## src/rtl/pipe_pkg.sv

```systemverilog
// Shared widths and bank layouts for the MIPS inter-stage registers.
// Each bank is a packed struct so one generic register can hold it whole.
package pipe_pkg;

  localparam int WORD_W  = 32;
  localparam int REG_W   = 5;
  localparam int IMM_W   = 16;
  localparam int ALUOP_W = 2;

  // Decode control carried into EX; all-zero is a bubble.
  typedef struct packed {
    logic               regWrite;
    logic               memToReg;
    logic               memRead;
    logic               memWrite;
    logic               regDst;
    logic               aluSrc;
    logic               branch;
    logic [ALUOP_W-1:0] aluOp;
  } idexCtrl_t;

  typedef struct packed {
    logic regWrite;
    logic memToReg;
    logic memRead;
    logic memWrite;
  } exmemCtrl_t;

  typedef struct packed {
    logic [WORD_W-1:0] instruction;
    logic [WORD_W-1:0] pc4;
  } ifidBank_t;

  typedef struct packed {
    idexCtrl_t         ctrl;
    logic [WORD_W-1:0] pc4;
    logic [WORD_W-1:0] readData1;
    logic [WORD_W-1:0] readData2;
    logic [IMM_W-1:0]  immediate;
    logic [REG_W-1:0]  rs;
    logic [REG_W-1:0]  rt;
    logic [REG_W-1:0]  rd;
  } idexBank_t;

  typedef struct packed {
    exmemCtrl_t        ctrl;
    logic [WORD_W-1:0] aluResult;
    logic [WORD_W-1:0] writeData;
    logic [REG_W-1:0]  destReg;
  } exmemBank_t;

endpackage

```

## src/rtl/pipeline_stage_regs_if.sv

```systemverilog
// Stage-side signals of the inter-stage register banks.
// The pipeline core drives through master; the register block uses slave.
interface pipeline_stage_regs_if;
  import pipe_pkg::*;

  logic [WORD_W-1:0]  if_instruction;
  logic [WORD_W-1:0]  if_pc4;
  logic               ifid_hold;
  logic [WORD_W-1:0]  ifid_instruction;
  logic [WORD_W-1:0]  ifid_pc4;

  logic               id_reg_write;
  logic               id_mem_to_reg;
  logic               id_mem_read;
  logic               id_mem_write;
  logic               id_reg_dst;
  logic               id_alu_src;
  logic               id_branch;
  logic [ALUOP_W-1:0] id_alu_op;
  logic [WORD_W-1:0]  id_pc4;
  logic [WORD_W-1:0]  id_read_data1;
  logic [WORD_W-1:0]  id_read_data2;
  logic [IMM_W-1:0]   id_immediate;
  logic [REG_W-1:0]   id_rs;
  logic [REG_W-1:0]   id_rt;
  logic [REG_W-1:0]   id_rd;

  logic               idex_reg_write;
  logic               idex_mem_to_reg;
  logic               idex_mem_read;
  logic               idex_mem_write;
  logic               idex_reg_dst;
  logic               idex_alu_src;
  logic               idex_branch;
  logic [ALUOP_W-1:0] idex_alu_op;
  logic [WORD_W-1:0]  idex_pc4;
  logic [WORD_W-1:0]  idex_read_data1;
  logic [WORD_W-1:0]  idex_read_data2;
  logic [IMM_W-1:0]   idex_immediate;
  logic [REG_W-1:0]   idex_rs;
  logic [REG_W-1:0]   idex_rt;
  logic [REG_W-1:0]   idex_rd;

  logic               ex_reg_write;
  logic               ex_mem_to_reg;
  logic               ex_mem_read;
  logic               ex_mem_write;
  logic [WORD_W-1:0]  ex_alu_result;
  logic [WORD_W-1:0]  ex_write_data;
  logic [REG_W-1:0]   ex_dest_reg;

  logic               exmem_reg_write;
  logic               exmem_mem_to_reg;
  logic               exmem_mem_read;
  logic               exmem_mem_write;
  logic [WORD_W-1:0]  exmem_alu_result;
  logic [WORD_W-1:0]  exmem_write_data;
  logic [REG_W-1:0]   exmem_dest_reg;

  modport master (
    output if_instruction, if_pc4, ifid_hold,
    output id_reg_write, id_mem_to_reg, id_mem_read, id_mem_write,
    output id_reg_dst, id_alu_src, id_branch, id_alu_op,
    output id_pc4, id_read_data1, id_read_data2, id_immediate,
    output id_rs, id_rt, id_rd,
    output ex_reg_write, ex_mem_to_reg, ex_mem_read, ex_mem_write,
    output ex_alu_result, ex_write_data, ex_dest_reg,
    input  ifid_instruction, ifid_pc4,
    input  idex_reg_write, idex_mem_to_reg, idex_mem_read, idex_mem_write,
    input  idex_reg_dst, idex_alu_src, idex_branch, idex_alu_op,
    input  idex_pc4, idex_read_data1, idex_read_data2, idex_immediate,
    input  idex_rs, idex_rt, idex_rd,
    input  exmem_reg_write, exmem_mem_to_reg, exmem_mem_read, exmem_mem_write,
    input  exmem_alu_result, exmem_write_data, exmem_dest_reg
  );

  modport slave (
    input  if_instruction, if_pc4, ifid_hold,
    input  id_reg_write, id_mem_to_reg, id_mem_read, id_mem_write,
    input  id_reg_dst, id_alu_src, id_branch, id_alu_op,
    input  id_pc4, id_read_data1, id_read_data2, id_immediate,
    input  id_rs, id_rt, id_rd,
    input  ex_reg_write, ex_mem_to_reg, ex_mem_read, ex_mem_write,
    input  ex_alu_result, ex_write_data, ex_dest_reg,
    output ifid_instruction, ifid_pc4,
    output idex_reg_write, idex_mem_to_reg, idex_mem_read, idex_mem_write,
    output idex_reg_dst, idex_alu_src, idex_branch, idex_alu_op,
    output idex_pc4, idex_read_data1, idex_read_data2, idex_immediate,
    output idex_rs, idex_rt, idex_rd,
    output exmem_reg_write, exmem_mem_to_reg, exmem_mem_read, exmem_mem_write,
    output exmem_alu_result, exmem_write_data, exmem_dest_reg
  );

endinterface

```

## src/rtl/pipe_reg.sv

```systemverilog
// Generic W-bit pipeline register: synchronous clear, load unless held.
module pipe_reg #(
  parameter int W = 32
) (
  input  logic         clk,
  input  logic         reset,
  input  logic         hold,
  input  logic [W-1:0] d,
  output logic [W-1:0] q
);

  // NOTE: sequential state uses non-blocking assignment so every bank samples
  // pre-edge values regardless of the order the simulator evaluates blocks.
  always_ff @(posedge clk) begin
    if (reset) begin
      q <= '0;
    end else if (!hold) begin
      q <= d;
    end
  end

endmodule

```

## src/rtl/pipeline_stage_regs.sv

```systemverilog
// IF/ID, ID/EX and EX/MEM register banks of the 5-stage MIPS pipeline.
// Only IF/ID can be held; bubbles arrive as zeroed id_* control.
module pipeline_stage_regs
  import pipe_pkg::*;
(
  input logic                  clk,
  input logic                  reset,
  pipeline_stage_regs_if.slave bus
);

  ifidBank_t  ifidD,  ifidQ;
  idexBank_t  idexD,  idexQ;
  exmemBank_t exmemD, exmemQ;

  assign ifidD.instruction = bus.if_instruction;
  assign ifidD.pc4         = bus.if_pc4;

  assign idexD.ctrl.regWrite = bus.id_reg_write;
  assign idexD.ctrl.memToReg = bus.id_mem_to_reg;
  assign idexD.ctrl.memRead  = bus.id_mem_read;
  assign idexD.ctrl.memWrite = bus.id_mem_write;
  assign idexD.ctrl.regDst   = bus.id_reg_dst;
  assign idexD.ctrl.aluSrc   = bus.id_alu_src;
  assign idexD.ctrl.branch   = bus.id_branch;
  assign idexD.ctrl.aluOp    = bus.id_alu_op;
  assign idexD.pc4           = bus.id_pc4;
  assign idexD.readData1     = bus.id_read_data1;
  assign idexD.readData2     = bus.id_read_data2;
  assign idexD.immediate     = bus.id_immediate;
  assign idexD.rs            = bus.id_rs;
  assign idexD.rt            = bus.id_rt;
  assign idexD.rd            = bus.id_rd;

  assign exmemD.ctrl.regWrite = bus.ex_reg_write;
  assign exmemD.ctrl.memToReg = bus.ex_mem_to_reg;
  assign exmemD.ctrl.memRead  = bus.ex_mem_read;
  assign exmemD.ctrl.memWrite = bus.ex_mem_write;
  assign exmemD.aluResult     = bus.ex_alu_result;
  assign exmemD.writeData     = bus.ex_write_data;
  assign exmemD.destReg       = bus.ex_dest_reg;

  pipe_reg #(.W($bits(ifidBank_t))) ifidReg (
    .clk   (clk),
    .reset (reset),
    .hold  (bus.ifid_hold),
    .d     (ifidD),
    .q     (ifidQ)
  );

  pipe_reg #(.W($bits(idexBank_t))) idexReg (
    .clk   (clk),
    .reset (reset),
    .hold  (1'b0),
    .d     (idexD),
    .q     (idexQ)
  );

  pipe_reg #(.W($bits(exmemBank_t))) exmemReg (
    .clk   (clk),
    .reset (reset),
    .hold  (1'b0),
    .d     (exmemD),
    .q     (exmemQ)
  );

  assign bus.ifid_instruction = ifidQ.instruction;
  assign bus.ifid_pc4         = ifidQ.pc4;

  assign bus.idex_reg_write  = idexQ.ctrl.regWrite;
  assign bus.idex_mem_to_reg = idexQ.ctrl.memToReg;
  assign bus.idex_mem_read   = idexQ.ctrl.memRead;
  assign bus.idex_mem_write  = idexQ.ctrl.memWrite;
  assign bus.idex_reg_dst    = idexQ.ctrl.regDst;
  assign bus.idex_alu_src    = idexQ.ctrl.aluSrc;
  assign bus.idex_branch     = idexQ.ctrl.branch;
  assign bus.idex_alu_op     = idexQ.ctrl.aluOp;
  assign bus.idex_pc4        = idexQ.pc4;
  assign bus.idex_read_data1 = idexQ.readData1;
  assign bus.idex_read_data2 = idexQ.readData2;
  assign bus.idex_immediate  = idexQ.immediate;
  assign bus.idex_rs         = idexQ.rs;
  assign bus.idex_rt         = idexQ.rt;
  assign bus.idex_rd         = idexQ.rd;

  assign bus.exmem_reg_write  = exmemQ.ctrl.regWrite;
  assign bus.exmem_mem_to_reg = exmemQ.ctrl.memToReg;
  assign bus.exmem_mem_read   = exmemQ.ctrl.memRead;
  assign bus.exmem_mem_write  = exmemQ.ctrl.memWrite;
  assign bus.exmem_alu_result = exmemQ.aluResult;
  assign bus.exmem_write_data = exmemQ.writeData;
  assign bus.exmem_dest_reg   = exmemQ.destReg;

endmodule

```

## src/flat_wrapper.sv

```systemverilog
// flat-port wrapper written by rule: the top's interface ports become plain ports
module pipeline_stage_regs_flat import pipe_pkg::*;
  (clk, reset, bus_if_instruction, bus_if_pc4, bus_ifid_hold, bus_id_reg_write, bus_id_mem_to_reg, bus_id_mem_read, bus_id_mem_write, bus_id_reg_dst, bus_id_alu_src, bus_id_branch, bus_id_alu_op, bus_id_pc4, bus_id_read_data1, bus_id_read_data2, bus_id_immediate, bus_id_rs, bus_id_rt, bus_id_rd, bus_ex_reg_write, bus_ex_mem_to_reg, bus_ex_mem_read, bus_ex_mem_write, bus_ex_alu_result, bus_ex_write_data, bus_ex_dest_reg, bus_ifid_instruction, bus_ifid_pc4, bus_idex_reg_write, bus_idex_mem_to_reg, bus_idex_mem_read, bus_idex_mem_write, bus_idex_reg_dst, bus_idex_alu_src, bus_idex_branch, bus_idex_alu_op, bus_idex_pc4, bus_idex_read_data1, bus_idex_read_data2, bus_idex_immediate, bus_idex_rs, bus_idex_rt, bus_idex_rd, bus_exmem_reg_write, bus_exmem_mem_to_reg, bus_exmem_mem_read, bus_exmem_mem_write, bus_exmem_alu_result, bus_exmem_write_data, bus_exmem_dest_reg);
  pipeline_stage_regs_if bus_i ();
  input logic clk;
  input logic reset;
  input wire logic [$bits(bus_i.if_instruction)-1:0] bus_if_instruction;
  input wire logic [$bits(bus_i.if_pc4)-1:0] bus_if_pc4;
  input wire logic [$bits(bus_i.ifid_hold)-1:0] bus_ifid_hold;
  input wire logic [$bits(bus_i.id_reg_write)-1:0] bus_id_reg_write;
  input wire logic [$bits(bus_i.id_mem_to_reg)-1:0] bus_id_mem_to_reg;
  input wire logic [$bits(bus_i.id_mem_read)-1:0] bus_id_mem_read;
  input wire logic [$bits(bus_i.id_mem_write)-1:0] bus_id_mem_write;
  input wire logic [$bits(bus_i.id_reg_dst)-1:0] bus_id_reg_dst;
  input wire logic [$bits(bus_i.id_alu_src)-1:0] bus_id_alu_src;
  input wire logic [$bits(bus_i.id_branch)-1:0] bus_id_branch;
  input wire logic [$bits(bus_i.id_alu_op)-1:0] bus_id_alu_op;
  input wire logic [$bits(bus_i.id_pc4)-1:0] bus_id_pc4;
  input wire logic [$bits(bus_i.id_read_data1)-1:0] bus_id_read_data1;
  input wire logic [$bits(bus_i.id_read_data2)-1:0] bus_id_read_data2;
  input wire logic [$bits(bus_i.id_immediate)-1:0] bus_id_immediate;
  input wire logic [$bits(bus_i.id_rs)-1:0] bus_id_rs;
  input wire logic [$bits(bus_i.id_rt)-1:0] bus_id_rt;
  input wire logic [$bits(bus_i.id_rd)-1:0] bus_id_rd;
  input wire logic [$bits(bus_i.ex_reg_write)-1:0] bus_ex_reg_write;
  input wire logic [$bits(bus_i.ex_mem_to_reg)-1:0] bus_ex_mem_to_reg;
  input wire logic [$bits(bus_i.ex_mem_read)-1:0] bus_ex_mem_read;
  input wire logic [$bits(bus_i.ex_mem_write)-1:0] bus_ex_mem_write;
  input wire logic [$bits(bus_i.ex_alu_result)-1:0] bus_ex_alu_result;
  input wire logic [$bits(bus_i.ex_write_data)-1:0] bus_ex_write_data;
  input wire logic [$bits(bus_i.ex_dest_reg)-1:0] bus_ex_dest_reg;
  output wire logic [$bits(bus_i.ifid_instruction)-1:0] bus_ifid_instruction;
  output wire logic [$bits(bus_i.ifid_pc4)-1:0] bus_ifid_pc4;
  output wire logic [$bits(bus_i.idex_reg_write)-1:0] bus_idex_reg_write;
  output wire logic [$bits(bus_i.idex_mem_to_reg)-1:0] bus_idex_mem_to_reg;
  output wire logic [$bits(bus_i.idex_mem_read)-1:0] bus_idex_mem_read;
  output wire logic [$bits(bus_i.idex_mem_write)-1:0] bus_idex_mem_write;
  output wire logic [$bits(bus_i.idex_reg_dst)-1:0] bus_idex_reg_dst;
  output wire logic [$bits(bus_i.idex_alu_src)-1:0] bus_idex_alu_src;
  output wire logic [$bits(bus_i.idex_branch)-1:0] bus_idex_branch;
  output wire logic [$bits(bus_i.idex_alu_op)-1:0] bus_idex_alu_op;
  output wire logic [$bits(bus_i.idex_pc4)-1:0] bus_idex_pc4;
  output wire logic [$bits(bus_i.idex_read_data1)-1:0] bus_idex_read_data1;
  output wire logic [$bits(bus_i.idex_read_data2)-1:0] bus_idex_read_data2;
  output wire logic [$bits(bus_i.idex_immediate)-1:0] bus_idex_immediate;
  output wire logic [$bits(bus_i.idex_rs)-1:0] bus_idex_rs;
  output wire logic [$bits(bus_i.idex_rt)-1:0] bus_idex_rt;
  output wire logic [$bits(bus_i.idex_rd)-1:0] bus_idex_rd;
  output wire logic [$bits(bus_i.exmem_reg_write)-1:0] bus_exmem_reg_write;
  output wire logic [$bits(bus_i.exmem_mem_to_reg)-1:0] bus_exmem_mem_to_reg;
  output wire logic [$bits(bus_i.exmem_mem_read)-1:0] bus_exmem_mem_read;
  output wire logic [$bits(bus_i.exmem_mem_write)-1:0] bus_exmem_mem_write;
  output wire logic [$bits(bus_i.exmem_alu_result)-1:0] bus_exmem_alu_result;
  output wire logic [$bits(bus_i.exmem_write_data)-1:0] bus_exmem_write_data;
  output wire logic [$bits(bus_i.exmem_dest_reg)-1:0] bus_exmem_dest_reg;
  assign bus_i.if_instruction = bus_if_instruction;
  assign bus_i.if_pc4 = bus_if_pc4;
  assign bus_i.ifid_hold = bus_ifid_hold;
  assign bus_i.id_reg_write = bus_id_reg_write;
  assign bus_i.id_mem_to_reg = bus_id_mem_to_reg;
  assign bus_i.id_mem_read = bus_id_mem_read;
  assign bus_i.id_mem_write = bus_id_mem_write;
  assign bus_i.id_reg_dst = bus_id_reg_dst;
  assign bus_i.id_alu_src = bus_id_alu_src;
  assign bus_i.id_branch = bus_id_branch;
  assign bus_i.id_alu_op = bus_id_alu_op;
  assign bus_i.id_pc4 = bus_id_pc4;
  assign bus_i.id_read_data1 = bus_id_read_data1;
  assign bus_i.id_read_data2 = bus_id_read_data2;
  assign bus_i.id_immediate = bus_id_immediate;
  assign bus_i.id_rs = bus_id_rs;
  assign bus_i.id_rt = bus_id_rt;
  assign bus_i.id_rd = bus_id_rd;
  assign bus_i.ex_reg_write = bus_ex_reg_write;
  assign bus_i.ex_mem_to_reg = bus_ex_mem_to_reg;
  assign bus_i.ex_mem_read = bus_ex_mem_read;
  assign bus_i.ex_mem_write = bus_ex_mem_write;
  assign bus_i.ex_alu_result = bus_ex_alu_result;
  assign bus_i.ex_write_data = bus_ex_write_data;
  assign bus_i.ex_dest_reg = bus_ex_dest_reg;
  assign bus_ifid_instruction = bus_i.ifid_instruction;
  assign bus_ifid_pc4 = bus_i.ifid_pc4;
  assign bus_idex_reg_write = bus_i.idex_reg_write;
  assign bus_idex_mem_to_reg = bus_i.idex_mem_to_reg;
  assign bus_idex_mem_read = bus_i.idex_mem_read;
  assign bus_idex_mem_write = bus_i.idex_mem_write;
  assign bus_idex_reg_dst = bus_i.idex_reg_dst;
  assign bus_idex_alu_src = bus_i.idex_alu_src;
  assign bus_idex_branch = bus_i.idex_branch;
  assign bus_idex_alu_op = bus_i.idex_alu_op;
  assign bus_idex_pc4 = bus_i.idex_pc4;
  assign bus_idex_read_data1 = bus_i.idex_read_data1;
  assign bus_idex_read_data2 = bus_i.idex_read_data2;
  assign bus_idex_immediate = bus_i.idex_immediate;
  assign bus_idex_rs = bus_i.idex_rs;
  assign bus_idex_rt = bus_i.idex_rt;
  assign bus_idex_rd = bus_i.idex_rd;
  assign bus_exmem_reg_write = bus_i.exmem_reg_write;
  assign bus_exmem_mem_to_reg = bus_i.exmem_mem_to_reg;
  assign bus_exmem_mem_read = bus_i.exmem_mem_read;
  assign bus_exmem_mem_write = bus_i.exmem_mem_write;
  assign bus_exmem_alu_result = bus_i.exmem_alu_result;
  assign bus_exmem_write_data = bus_i.exmem_write_data;
  assign bus_exmem_dest_reg = bus_i.exmem_dest_reg;
  pipeline_stage_regs u_core (.clk(clk), .reset(reset), .bus(bus_i));
endmodule
```

## config.mk

```make
export PLATFORM = sky130hd
export DESIGN_NAME = pipeline_stage_regs_flat
export DESIGN_NICKNAME = d
export VERILOG_FILES = /design/src/rtl/pipe_pkg.sv /design/src/rtl/pipeline_stage_regs_if.sv /design/src/rtl/pipe_reg.sv /design/src/rtl/pipeline_stage_regs.sv /design/src/flat_wrapper.sv
export SDC_FILE = /design/constraint.sdc
export NUM_CORES = 1
export LEC_CHECK = 0
export BUFFER_PORTS_ARGS = -buffer_cell sky130_fd_sc_hd__buf_4
export CAP_MARGIN = 20
export CORE_AREA = 2 2 212 214
export CTS_BUF_LIST = sky130_fd_sc_hd__clkbuf_16
export CTS_CLUSTER_DIAMETER = 60
export DETAILED_ROUTE_END_ITERATION = 8
export DIE_AREA = 0 0 214 216
export GPL_TIMING_DRIVEN = 0
export REMOVE_ABC_BUFFERS = 1
export SYNTH_ARGS = -nofsm -noshare
export SYNTH_HDL_FRONTEND = slang
export SYNTH_SLANG_ARGS = --single-unit
```

## constraint.sdc

```tcl
create_clock -name clk -period 2.2 [get_ports clk]
set_clock_uncertainty 0.05 [all_clocks]
set_input_delay 0.11 -clock clk [delete_from_list [all_inputs] [get_ports clk]]
set_output_delay 0.11 -clock clk [all_outputs]
set_load 0.01 [all_outputs]
```

==> impl_metrics.sql <==
INSERT INTO impl_metrics (metric_group, metric, value, unit) VALUES
('run_status', 'status', 'finished, final reports clean', ''),
('synthesis', 'yosys.area.top_type_share', '69.5', '%'),
('final_layout', 'antenna-diode-count', '0', ''),
('synthesis', 'synthCells', '647', ''),
('final_layout', 'fill_cells', '4141', ''),
('timing', 'rsz0062_at_grt', 'false', ''),
('pwr', 'power_frac_seq', '42.0', '%'),
('pwr', 'switching_pwr', '3.01', 'mW'),
('pwr', 'total_power_draw', '12.7', 'mW'),
('critical_path', 'slowest_delay', '0.82', 'ns'),
('critical_path', 'critPathRequiredTime', '2.56', 'ns'),
('timing', 'finalSetupViolations', '0', ''),
('synthesis', 'post_synth_num_cell_types', '9', ''),
('final_layout', 'syn2layout_area_growth', '110', '%'),
('synthesis', 'synth-simple-area-share', '19.7', '%'),
('timing', 'max_slew.worst_pin.slew', '1.10', 'ns'),
('final_layout', 'regArea', '0.00547', 'mm2'),
('routing', 'detail_route.first_pass.iterations', '4', ''),
('grt', 'grt_usage', '12.9', '%'),
('timing', 'post-route-min-period', '1.55', 'ns'),
('placement', 'gp_routability_congestion', '0.887', ''),
('routing', 'wire_length_per_cell_after_detailed_routing', '14.9', 'um'),
('grt', 'grt_start_max_net_pins', '155', ''),
('routing', 'detailedRoute.firstIterationViolations', '253', ''),
('pwr', 'power_switching_share', '23.7', '%'),
('clocking', 'ctsLongestPathBuffers', '3', ''),
('critical_path', 'regToRegStartpoint', 'u_core.ifidReg.q[48]', ''),
('critical_path', 'slowest_stage', 'sky130_fd_sc_hd__buf_4', ''),
('final_layout', 'finish.net_count', '1756', ''),
('pwr', 'power.ir.vdd_worst', '0.582', 'mV'),
('synthesis', 'post_synth_fa_ha_maj_area_fraction', '0', '%'),
('synthesis', 'synth.largest_area_cell', 'sky130_fd_sc_hd__dfxtp_1', ''),
('placement', 'dpl_worst_slack', '0.432', 'ns'),
('critical_path', 'cp_data_arrival_time', '1.91', 'ns'),
('pwr', 'combinationalPowerShare', '14.0', '%'),
('timing', 'worst_slew_margin_rel', '26.9', '%'),
('timing', 'final_report_max_slew_violation_count', '0', ''),
('clocking', 'clock_insertion_delay_worst_skew', '0.51', 'ns'),
('min_path', 'worst_hold_stages', '2', ''),
('placement', 'detailedPlacementHpwl', '20.8', 'mm'),
('grt', 'wire_length_of_the_first_global_routing_pass', '46.4', 'mm'),
('final_layout', 'final_layout_size_suffix_gt1_share', '40.3', '%'),
('pwr', 'cell_internal_pwr', '9.67', 'mW'),
('critical_path', 'timing.reg2reg.setup_slack', '0.88', 'ns'),
('timing', 'clock.fmax', '0.644', 'GHz'),
('synthesis', 'synth_area_in_compound_gates', '0', '%'),
('placement', 'port_buffers', '548', ''),
('die', 'effective_utilization_at_floorplan', '18.0', '%'),
('timing', 'timing.final.crit_share', '70.5', '%'),
('synthesis', 'proportion_of_synthesized_chip_area_in_sequential_cells', '69.5', '%'),
('timing', 'postLayoutSetupSlackWorst', '0.648', 'ns'),
('routing', 'remaining_drc_errors', '0', ''),
('clocking', 'cts_inserted_buffers', '36', ''),
('critical_path', 'worst_r2r_endpoint', 'u_core.ifidReg.q[48]', ''),
('final_layout', 'layout.cells.most_common', 'sky130_fd_sc_hd__buf_4', ''),
('synthesis', 'post_synth.cell_area_avg', '12.2', 'um2'),
('critical_path', 'path_cells', 'buf_4, mux2i_1, nor2_1, dlygate4sd3_1', ''),
('synthesis', 'post_synth_main_area_contributors', 'sky130_fd_sc_hd__dfxtp_1 (69%), sky130_fd_sc_hd__nor2b_1 (17%), sky130_fd_sc_hd__mux2i_1 (8.1%), sky130_fd_sc_hd__nor2_1 (3.1%), sky130_fd_sc_hd__buf_2 (1.4%)', ''),
('grt', 'antenna_found_initial', '2', ''),
('clocking', 'clk_transition_reported_paths', '0.05', 'ns'),
('routing', 'wl', '31.2', 'mm'),
('final_layout', 'multi_input_combinational_cell_area', '0.00219', 'mm2'),
('final_layout', 'post_layout_nonfiller_instances', '2095', ''),
('die', 'boundaryPins', '549', ''),
('synthesis', 'synth_mux_area_share', '8.14', '%'),
('critical_path', 'worst_setup_path_end_kind', 'register', ''),
('pwr', 'leakagePower', '7.73', 'nW'),
('routing', 'vias', '7571', ''),
('critical_path', 'worst-setup-path-type', 'in -> reg', ''),
('min_path', 'hold_path_end', 'u_core.idexReg.q[90]', ''),
('routing', 'number_of_vias_per_cell_after_detailed_routing', '3.61', '');
critical path, delay by kind of cell:
kind,cells,cell delay [ns]
buffers and inverters,2,1.40
muxes,1,0.31
and+or+nand+nor,1,0.06
sequential cells by signal, summed over array words and instances, names as in the netlist:
name and flops:
u_core.ifidReg.q 64, u_core.exmemReg.q 73, u_core.idexReg.q 136
through the flow:
step	TNS, ns	cell area, um2	hold slack (ns)
4_1_cts	0	16500	0.00110
2_1_floorplan	0	7650	0.132
3_3_place_gp	-79.72	12500	0.270
3_5_place_dp	0	12500	0.274
5_1_grt	0	16500	0.0377
6_report	0	16500	0.0159
worst max path at each step:
stage / from / to / slack [ns]
6_report: bus_ifid_hold / u_core.ifidReg.q[7] / 0.65
5_1_grt: bus_ifid_hold / u_core.ifidReg.q[48] / 0.56
4_1_cts: bus_ifid_hold / u_core.ifidReg.q[48] / 0.74
3_5_place_dp: reset / u_core.idexReg.q[69] / 0.43
3_3_place_gp: reset / u_core.idexReg.q[69] / -0.78
2_1_floorplan: u_core.ifidReg.q[0] / u_core.ifidReg.q[0] / 1.55
repair_timing:
| item | CTS | global route |
|---|---|---|
| setup endpoints to repair | 0 | 0 |
| hold buffers | 283 | 0 |
| endpoints found under the hold margin | 273 | 0 |
| buffers inserted | 0 | 0 |
layout make-up:
cell class,count,area share (%)
flip-flops and latches,273,33.1
well taps,592,4.49
clock buffers,37,5.61
multi-input cells,337,13.3
clock inverters,24,1.27
repair buffers,832,42.3
cell usage after synthesis (all sizes together):
library cell    n
dfxtp         273
nor2b         209
mux2i          64
nor2           64
buf            33
clkbuf          4
cell families (layout without fill, tap and decap cells):
group / Yosys count / in the layout
buffers and inverters: 37 / 893
multiplexers: 64 / 64
flip-flops: 273 / 273
AND/OR/NAND/NOR: 273 / 273
routing by layer:
metal / share of wire (%) / track usage, %
met1: 39 / 13.7
met4: 2.5 / 4.38
met2: 51 / 23.5
met5: 0 / 0
met3: 7.8 / 4.74
power groups by stage:
stage	logic, mW	registers, mW	clock network (mW)
6_report	1.77	5.33	5.58
3_5_place_dp	1.35	5.43	0
5_1_grt	1.89	5.35	5.98
4_1_cts	1.77	5.32	5.79
3_3_place_gp	1.34	5.42	0
2_1_floorplan	0.224	5.55	0
No activity file was read; power rests on OpenSTA's default activity.
